### src/rtl/mux_rr_reg.sv
// Registered N-way selector with valid/ready flow control.
// A channel is chosen directly by clt, or round-robin among the valid inputs.
module mux_rr_reg #(
    parameter int unsigned WIDTH = 16,
    parameter int unsigned N     = 4,
    parameter int unsigned SELW  = 2
) (
    input  logic                 clk,
    input  logic                 rst_n,
    input  logic                 mode,
    input  logic [SELW-1:0]      clt,
    input  logic [N*WIDTH-1:0]   sig,
    input  logic [N-1:0]         sig_valid,
    output logic [N-1:0]         sig_ready,
    output logic [WIDTH-1:0]     out,
    output logic [SELW-1:0]      out_src,
    output logic                 out_valid,
    input  logic                 out_ready
);

    // One extra bit so last+k (at most 2N-1) never overflows before the modulo-N fold.
    localparam logic [SELW:0]   N_EXT    = (SELW+1)'(N);
    localparam logic [SELW-1:0] LAST_RST = SELW'(N - 1);

    logic [WIDTH-1:0] ch [N];

    for (genvar i = 0; i < N; i++) begin : g_unpack
        assign ch[i] = sig[i*WIDTH +: WIDTH];
    end

    logic [WIDTH-1:0] out_q, out_d;
    logic [SELW-1:0]  out_src_q, out_src_d;
    logic             out_valid_q, out_valid_d;
    logic [SELW-1:0]  last_q, last_d;

    logic             load_c;
    logic             cand_found;
    logic [SELW-1:0]  cand;
    logic [SELW-1:0]  eff;
    logic [SELW:0]    probe;

    // Candidate search: direct index (out-of-range falls back to 0) or rotating priority.
    always_comb begin
        load_c     = !out_valid_q || out_ready;
        cand_found = 1'b0;
        cand       = '0;
        eff        = '0;
        probe      = '0;
        if (!mode) begin
            eff = ({1'b0, clt} < N_EXT) ? clt : '0;
            if (sig_valid[eff]) begin
                cand_found = 1'b1;
                cand       = eff;
            end
        end else begin
            for (int unsigned k = 1; k <= N; k++) begin
                probe = {1'b0, last_q} + (SELW+1)'(k);
                if (probe >= N_EXT) begin
                    probe = probe - N_EXT;
                end
                if (!cand_found && sig_valid[probe[SELW-1:0]]) begin
                    cand_found = 1'b1;
                    cand       = probe[SELW-1:0];
                end
            end
        end
    end

    // Grant and next-state for the output slot and round-robin pointer.
    always_comb begin
        sig_ready   = '0;
        out_d       = out_q;
        out_src_d   = out_src_q;
        out_valid_d = out_valid_q;
        last_d      = last_q;
        if (rst_n && load_c && cand_found) begin
            sig_ready[cand] = 1'b1;
        end
        if (load_c) begin
            if (cand_found) begin
                out_d       = ch[cand];
                out_src_d   = cand;
                out_valid_d = 1'b1;
                last_d      = cand;
            end else begin
                out_valid_d = 1'b0;
            end
        end
    end

    always_ff @(posedge clk or negedge rst_n) begin
        if (!rst_n) begin
            out_q       <= '0;
            out_src_q   <= '0;
            out_valid_q <= 1'b0;
            last_q      <= LAST_RST;
        end else begin
            out_q       <= out_d;
            out_src_q   <= out_src_d;
            out_valid_q <= out_valid_d;
            last_q      <= last_d;
        end
    end

    assign out       = out_q;
    assign out_src   = out_src_q;
    assign out_valid = out_valid_q;

endmodule

### config.mk
export PLATFORM = sky130hd
export DESIGN_NAME = mux_rr_reg
export DESIGN_NICKNAME = d
export VERILOG_FILES = /design/src/rtl/mux_rr_reg.sv
export SDC_FILE = /design/constraint.sdc
export NUM_CORES = 1
export LEC_CHECK = 0
export ABC_AREA = 0
export CAP_MARGIN = 20
export CORE_AREA = 2 2 65 67
export CTS_CLUSTER_SIZE = 20
export DETAILED_ROUTE_END_ITERATION = 10
export DIE_AREA = 0 0 67 69
export GPL_TIMING_DRIVEN = 0
export PLACE_DENSITY = 0.85
export SKIP_LAST_GASP = 1
export SLEW_MARGIN = 20
export SYNTH_ARGS = -nofsm -noshare
export SYNTH_HDL_FRONTEND = slang
export SYNTH_SLANG_ARGS = --single-unit
### constraint.sdc
create_clock -name clk -period 5 [get_ports clk]
set_input_delay 1 -clock clk [delete_from_list [all_inputs] [get_ports clk]]
set_output_delay 1 -clock clk [all_outputs]
set_load 0.01 [all_outputs]
Word level (Yosys, flattened, before mapping)
Cells that the tools add are included.
- multiplexer cells: 40
- bitwise gates (word level): 1
- reduce and logical (&&, ||, !) cells: 12
- add/subtract/negate cells: 8
- order comparisons: 12
- operators with widths (kind ; number):
    16-bit binary-select mux with 2-bit select ; 1
    16-bit two-way mux ; 2
    2-bit two-way mux ; 14
    2-bit by 3-bit less-than comparator with 1-bit output (second input constant) ; 6
    1-bit two-way mux ; 16
    3-bit greater-or-equal comparator (second input constant) ; 5
    1-bit binary-select mux with 2-bit select ; 5
    2-bit by 1-bit subtractor with 2-bit output (second input constant) ; 4
    2-bit by 2-bit adder with 3-bit output (second input constant) ; 2
    1-bit logical AND ; 6
    1-bit logical NOT ; 4
    4-bit two-way mux ; 1
    2-bit by 1-bit adder with 3-bit output (second input constant) ; 1
    2-bit by 3-bit adder with 3-bit output (second input constant) ; 1
    2-bit inverter with 3-bit output ; 1
    1-bit demux with 2-bit select ; 1
    2-bit by 1-bit greater-or-equal comparator with 1-bit output (second input constant) ; 1
    2-bit AND reduction ; 1
    1-bit logical OR ; 1
- input port bits: 74
- logic and storage cells: 77
- register bits: 21
- output and inout port bits: 23

Depth between registers and ports, before layout
Gate-level depths: netlist (run 1).
- depth after elaboration: 25
- depth in mapped cells: 9
- gate-level depth less buffers: 6

Least setup slack after synthesis (run 1)
Ideal clock, no wire load.
- path type: input-to-output
- start point: input sig_valid[3]
- end point: output sig_ready[2]
- path buffers: 2
- arrival: 2.442 ns
- required time: 4.000 ns
- cell stages on the path: 7
- slack: 1.558 ns
- cell sequence: buf_2 > nand2b_1 > a22o_1 > a221oi_1 > or2_1 > buf_2 > nor3b_1
- word-level cells in the longest chain between the ends: 21
- elaborated cells on any way between the ends: 38
- those cells by class: order compare: 2; mux: 28; reduce/logical: 8
- RTL lines (what ; RTL line ; text):
    start, declared ; 13 ; input logic [N-1:0] sig_valid,
    1-bit binary-select mux with 2-bit select ; 61 ; if (!cand_found && sig_valid[probe[SELW-1:0]]) begin
    1-bit two-way mux (not written as such) ; 61 ;
    1-bit two-way mux ; 61 ;
    1-bit two-way mux ; 49 ; if (!mode) begin
    1-bit logical NOT ; 61 ;
    1-bit logical AND ; 61 ;
    1-bit two-way mux ; 61 ;
    1-bit two-way mux ; 49 ;
    (+5 left out) ; - ;
    1-bit logical AND ; 61 ;
    2-bit two-way mux ; 61 ;
    2-bit two-way mux ; 49 ;
    2-bit by 3-bit less-than comparator with 1-bit output (not written as such) or 2-bit by 1-bit greater-or-equal comparator with 1-bit output (tied branches) ; 77 ; sig_ready[cand] = 1'b1;
    1-bit logical AND (not written as such) ; 77 ;
    1-bit two-way mux (not written as such) ; 77 ;
    1-bit demux with 2-bit select ; 77 ;
    4-bit two-way mux (*) ; 76 ; if (rst_n && load_c && cand_found) begin
    end, declared ; 14 ; output logic [N-1:0] sig_ready,
Every way passes the cells marked *; elsewhere a longest branch is shown, timed or not. The select of a mux whose other input is x is not followed.

Final worst setup path (run 1)
- start point: input sig_valid[1]
- end point: output sig_ready[2]
Same word-level chain as after synthesis.

==> results.md, run 1 <==
* Max Root-Sink Buffers at 2
* Fin crit period at 4530 ps
* Internal power at 0.486 mW
* Post-Layout Cell Count at 325
* GP Congestion at 0.776
* Die area at 4620 um2
* Root buf cell: clkbuf_8
* Gate Count Post-Synth at 176
* Area of the multi-input gates at 898 um2
* Min-delay worst type: reg2reg
* Vias per cell at 5.28
* Largest net degree at the start of global routing at 23
* DP Cell Count at 321
* Sequential area share after synthesis at 34.6%
* Leakage at 1.01 nW
* Antenna diodes at 0
* Initial Utilization at 39.0%
* Post-CTS resize count at 0
* Unrepaired setup endpoints after global routing: false
* Cts bufs inserted at 3
* Fin worst setup slack at 470 ps
* Combinational share of power at 50.8%
* Die W at 67 um
* Actual slew at the worst max-slew pin at 945 ps
* First-pass GRT wire length at 7.89 mm
* Status: finished, final reports clean
* Worst EP required at 4000 ps
* Synth top area share at 31.2%
* CP startpoint kind: input port
* Max cap viols at 0
* Crit path capture type: primary output
* Worst-path clk slew at 80 ps
* VDD IR max at 203 uV
* Pwr Density at 284 nW/um2
* Main area contributors after synthesis: dfrtp_1 (31%), mux2i_1 (8.5%), nand2_1 (5.9%)
* Final setup viols at 0
* Psw at 0.248 mW
* Top Ports at 97
* Worst Clk Skew at 7.62 ps
* Post-Syn Area at 1530 um2
* Post-CTS Setup Bufs at 0
* Post-route ant nets at 0
* Initial drt markers at 70
* Place WS at 459 ps
* Syn Area/Cell at 8.67 um2
* Clock Power Share at 15.5%
* Drt pass-1 iters at 4
* Post-DP HPWL at 3.80 mm
* Most frequent cells in the layout: clkdlybuf4s50_1 (94), nand2_1 (24), nor2_1 (22)
* Max transition margin at 36.5%
* CTS H-tree lvls at 1
* Grt ovf at 0
* Slew Viols, Final at 0
* CTS tree: built
* Site Rows at 23
* Synthesis warning total at 0
* Area Overhead vs Synth at 69.2%
* Setup tns final at 0 ps
* Final WL at 4.86 mm
* Min Hold Slack at 507 ps
* Fillers at 374
* Core footprint at 3910 um2
* Register bit total from synthesis at 21
* Register Area at 528 um2
* Clock Sinks at 21
* Tot GR Track Use at 21.7%
* Sequential power share at 33.7%
* Ratio of cells with drive above 1 in the final layout at 9.45%
* Hold Vio Cnt, Final at 0
* Vias in the first global route at 1665
* Final nets at 350
* Critical path arrival at 3530 ps
* Crit Path Class: in2out
* Commonest non-fill, non-tap cell in the layout: clkdlybuf4s50_1
* Clk_lat worst skew at 270 ps
* Initial antenna violation count at 0
* Max FO, Critical Path at 10
* Fin crit share at 90.6%
* Post-synth net total at 250
* IO buf count at 95
* Die Ht at 69 um
* Fmax at 221 MHz
* Largest area contributor in the netlist: dfrtp_1
* Via count at 1716
* DRC errors left at 0
* Total Power at 0.734 mW
* # hold bufs at CTS at 0
* Avg WL per Cell at 15.0 um
* Netlist cell types at 34
* Net Sw Frac at 33.7%
==> cell families after synthesis <==
family	after synthesis	share of synthesized area (%)
buffers and inverters	16	6.48
flip-flops	21	34.6
AO/OA/AOI/OAI	54	28.1
multiplexers	14	9.27
AND/OR/NAND/NOR	71	21.5
==> worst paths after layout <==
| kind | from | end | slack (ps) | cells after the start |
|---|---|---|---|---|
| hold / removal | out_src[0] | out_src[0] | 510 | 2 |
| setup / recovery | sig_valid[1] | sig_ready[2] | 470 | 8 |
| setup reg to reg | last_q[1] | out[0] | 2650 | 8 |
| min in group asynchronous | rst_n | out_src[1] | 700 | 1 |
| hold reg to reg | out_src[0] | out_src[0] | 510 | 2 |
| max in group asynchronous | rst_n | last_q[1] | 3930 | 1 |
==> sequential cells by signal, indices dropped and copies added (netlist names) <==
signal and count:
last_q 2, out 16, out_src 2, out_valid 1
==> per-stage QoR <==
stage / cell area, um2 / util, %
after floorplan: 1530 / -
after global placement: 2540 / 64.9
after detailed placement: 2540 / 64.9
after CTS: 2580 / 66.0
after global routing: 2580 / 65.9
final: 2580 / 65.9
==> worst max-delay path, cell delays in order <==
cell and delay (ps):
clkdlybuf4s50_1 600, mux2i_1 140, o21ai_2 210, o21a_1 170, clkbuf_1 410, nand2_1 200
nor3b_1 230, clkdlybuf4s50_1 570
==> layer usage <==
metal	part of all wire (%)	track usage, %
met1	41	28.0
met2	51	35.9
met3	6.0	4.40
met4	1.9	6.35
met5	0	0
==> cell usage after synthesis <==
cell type / number
inv_1: 3
nor2b_1: 1
a21oi_1: 2
a31o_2: 5
mux2_2: 1
a31oi_1: 6
nor3b_1: 3
and2_1: 11
dfstp_2: 2
nor2_1: 22
o21bai_1: 1
mux2i_1: 13
a211oi_1: 10
and3_1: 1
o22ai_1: 2
clkbuf_1: 4
a31o_1: 1
a221oi_1: 1
o21ai_1: 1
a2111oi_0: 8
o221ai_1: 1
buf_6: 4
buf_4: 1
dfrtp_1: 19
o21ai_2: 2
a22o_1: 1
o21a_1: 2
nand2b_1: 3
nand2_1: 24
nor3_1: 4
or2_1: 2
buf_2: 4
a2111oi_4: 2
o21ai_0: 9
==> layout make-up <==
class / count / area share (%)
Clock inverter: 1 / 0.194
Inverter: 3 / 0.436
Sequential cell: 21 / 20.5
Tap cell: 50 / 2.42
Multi-Input combinational cell: 139 / 34.8
Timing Repair Buffer: 95 / 36.7
Clock buffer: 3 / 1.60
Buffer: 13 / 3.39
==> power groups by stage <==
stage | logic (mW) | registers (mW) | clock network [mW]
final | 0.373 | 0.247 | 0.114
after global routing | 0.404 | 0.254 | 0.126
after CTS | 0.376 | 0.247 | 0.116
after detailed placement | 0.374 | 0.251 | 0
after global placement | 0.368 | 0.248 | 0
after floorplan | 0.161 | 0.269 | 0
(Power assumes the default switching activity.)
==> run 2, diff against run 1 <==
Settings changed: CAP_MARGIN 20 to default.
==> results of run 2 <==
No change in the layout: final DEF, timing and power equal those of run 1.
==> run 3, diff against run 2 <==
==> constraint.sdc (replaced) <==
create_clock -name clk -period 5 [get_ports clk]
set_input_delay 1.25 -clock clk [delete_from_list [all_inputs] [get_ports clk]]
set_output_delay 1.25 -clock clk [all_outputs]
set_load 0.01 [all_outputs]
==> run 3 against run 2 <==
Non-clock buffer count down 1. Die area unchanged. Combinational power about the same. Global-route usage down 0.20 points. First-iteration DRC count down 24%. Via count down 0.41%. Critical endpoint is now sig_ready[0]. Largest power group unchanged.
==> results.md, run 3 (synthesis gave the netlist of run 1 again) <==
* Status: finished, final reports clean
* Total Power at 0.732 mW
* Final WL at 4.81 mm
* Met3 Track Usage GR at 4.40%
* CTS tree: built
* Setup tns final at 0 ps
* Grt ovf at 0
* Post-route ant nets at 0
* Register Area at 528 um2
* Initial Utilization at 39.0%
* Largest net degree at the start of global routing at 23
* CP startpoint kind: input port
* Fillers at 373
* Avg WL per Cell at 14.8 um
* Met1 Usage GRT at 27.6%
* Area of the multi-input gates at 898 um2
* Actual slew at the worst max-slew pin at 943 ps
* Hold Vio Cnt, Final at 0
* Post-DP HPWL at 3.80 mm
* Worst-case reg-to-reg path depth at 8
* Initial antenna violation count at 0
* Max FFs per register at 16
* Worst Clk Skew at 5.35 ps
* Dpl cell area at 2540 um2
* Worst EP required at 3750 ps
* Fin crit period at 4840 ps
* Die W at 67 um
* Initial drt markers at 53
* Vias per cell at 5.27
* Clock Sinks at 21
* Core footprint at 3910 um2
* Cell depth of the worst hold path at 2
* Pwr Density at 283 nW/um2
* Max Root-Sink Buffers at 2
* Ratio of cells with drive above 1 in the final layout at 9.85%
* Final instance area at 2580 um2
* Max FO, Critical Path at 10
* Crit path capture type: primary output
* Min Hold Slack at 505 ps
* Vias in the first global route at 1658
* Fmax at 207 MHz
* # hold bufs at CTS at 0
* Worst-path clk slew at 80 ps
* Crit Path Class: in2out
* DRC errors left at 0
* Busiest grt layer: met2
* Critical path arrival at 3590 ps
* Slew Viols, Final at 0
* IO buf count at 95
* Tot GR Track Use at 21.5%
* Antenna diodes at 0
* CTS H-tree lvls at 1
* Die area at 4620 um2
* Max transition margin at 36.7%
* VDD IR max at 200 uV
* Final nets at 349
* Post-CTS Setup Bufs at 0
* DP Cell Count at 321
* Cts bufs inserted at 3
* Post-Layout Cell Count at 324
* Final setup viols at 0
* GP Congestion at 0.776
* Area Overhead vs Synth at 69.5%
* Site Rows at 23
* Min-delay worst type: reg2reg
* Leakage at 1.03 nW
* Drt pass-1 iters at 4
* Fin crit share at 96.8%
* Max cap viols at 0
* Die Ht at 69 um
* Commonest non-fill, non-tap cell in the layout: clkdlybuf4s50_1
* Root buf cell: clkbuf_8
* M2 GR Usage at 35.5%
* Most frequent cells in the layout: clkdlybuf4s50_1 (92), nand2_1 (24), nor2_1 (22)
* Via count at 1709
* First-pass GRT wire length at 7.84 mm
* Top Ports at 97
* Unrepaired setup endpoints after global routing: false
* Clk_lat worst skew at 260 ps
==> run 3: cell types whose count changed in the layout (fill, tap and decap cells not counted) <==
| cell | previous run | this run |
|---|---|---|
| clkbuf_2 | 0 | 1 |
| clkbuf_4 | 0 | 1 |
| dlymetal6s2s_1 | 0 | 2 |
| clkbuf_1 | 4 | 2 |
| clkdlybuf4s50_1 | 94 | 92 |
| buf_2 | 5 | 4 |
==> run 3: layout make-up <==
| type | count | share of cell area, % |
|---|---|---|
| Multi-Input combinational cell | 139 | 34.8 |
| Inverter | 3 | 0.436 |
| Clock buffer | 3 | 1.60 |
| Tap cell | 50 | 2.42 |
| Buffer | 12 | 3.39 |
| Sequential cell | 21 | 20.4 |
| Clock inverter | 1 | 0.194 |
| Timing Repair Buffer | 95 | 36.8 |
==> run 3: worst paths after layout <==
kind	start	to	slack, ps
setup / recovery	clt[0]	sig_ready[0]	160
hold / removal	out_src[0]	out_src[0]	510
setup reg to reg	last_q[1]	out[14]	2640
hold reg to reg	out_src[0]	out_src[0]	510
max in group asynchronous	rst_n	last_q[1]	3680
min in group asynchronous	rst_n	out[4]	960
==> run 3: repair_timing <==
action	CTS	global route
pin swaps	0	0
setup endpoints to repair	4	3
gates resized for setup	1	3
==> run 3: layer usage <==
metal | up-vias | wire length, um
li1 | 841 | -
met1 | 798 | 1940
met2 | 62 | 2460
met3 | 8 | 320
met4 | 0 | 89
met5 | - | 0
==> run 3: critical path, cell delays in order <==
cell	delay [ps]
clkdlybuf4s50_1	520
mux2_2	350
and3_1	190
or2_1	270
clkbuf_4	220
nor3_1	210
clkdlybuf4s50_1	570
==> run 3: where the power goes <==
group	switching, mW	internal [mW]
clock network	0.0574	0.0556
logic	0.161	0.211
registers	0.0274	0.220
total	0.245	0.487
==> run 3: through the flow <==
stage               worst slack, ps  utilization (%)
CTS                            47.5             66.0
global route                   33.3             66.0
detailed placement            -41.5             64.9
floorplan                      1060                -
finish                          158             66.0
global placement              -31.3             64.9
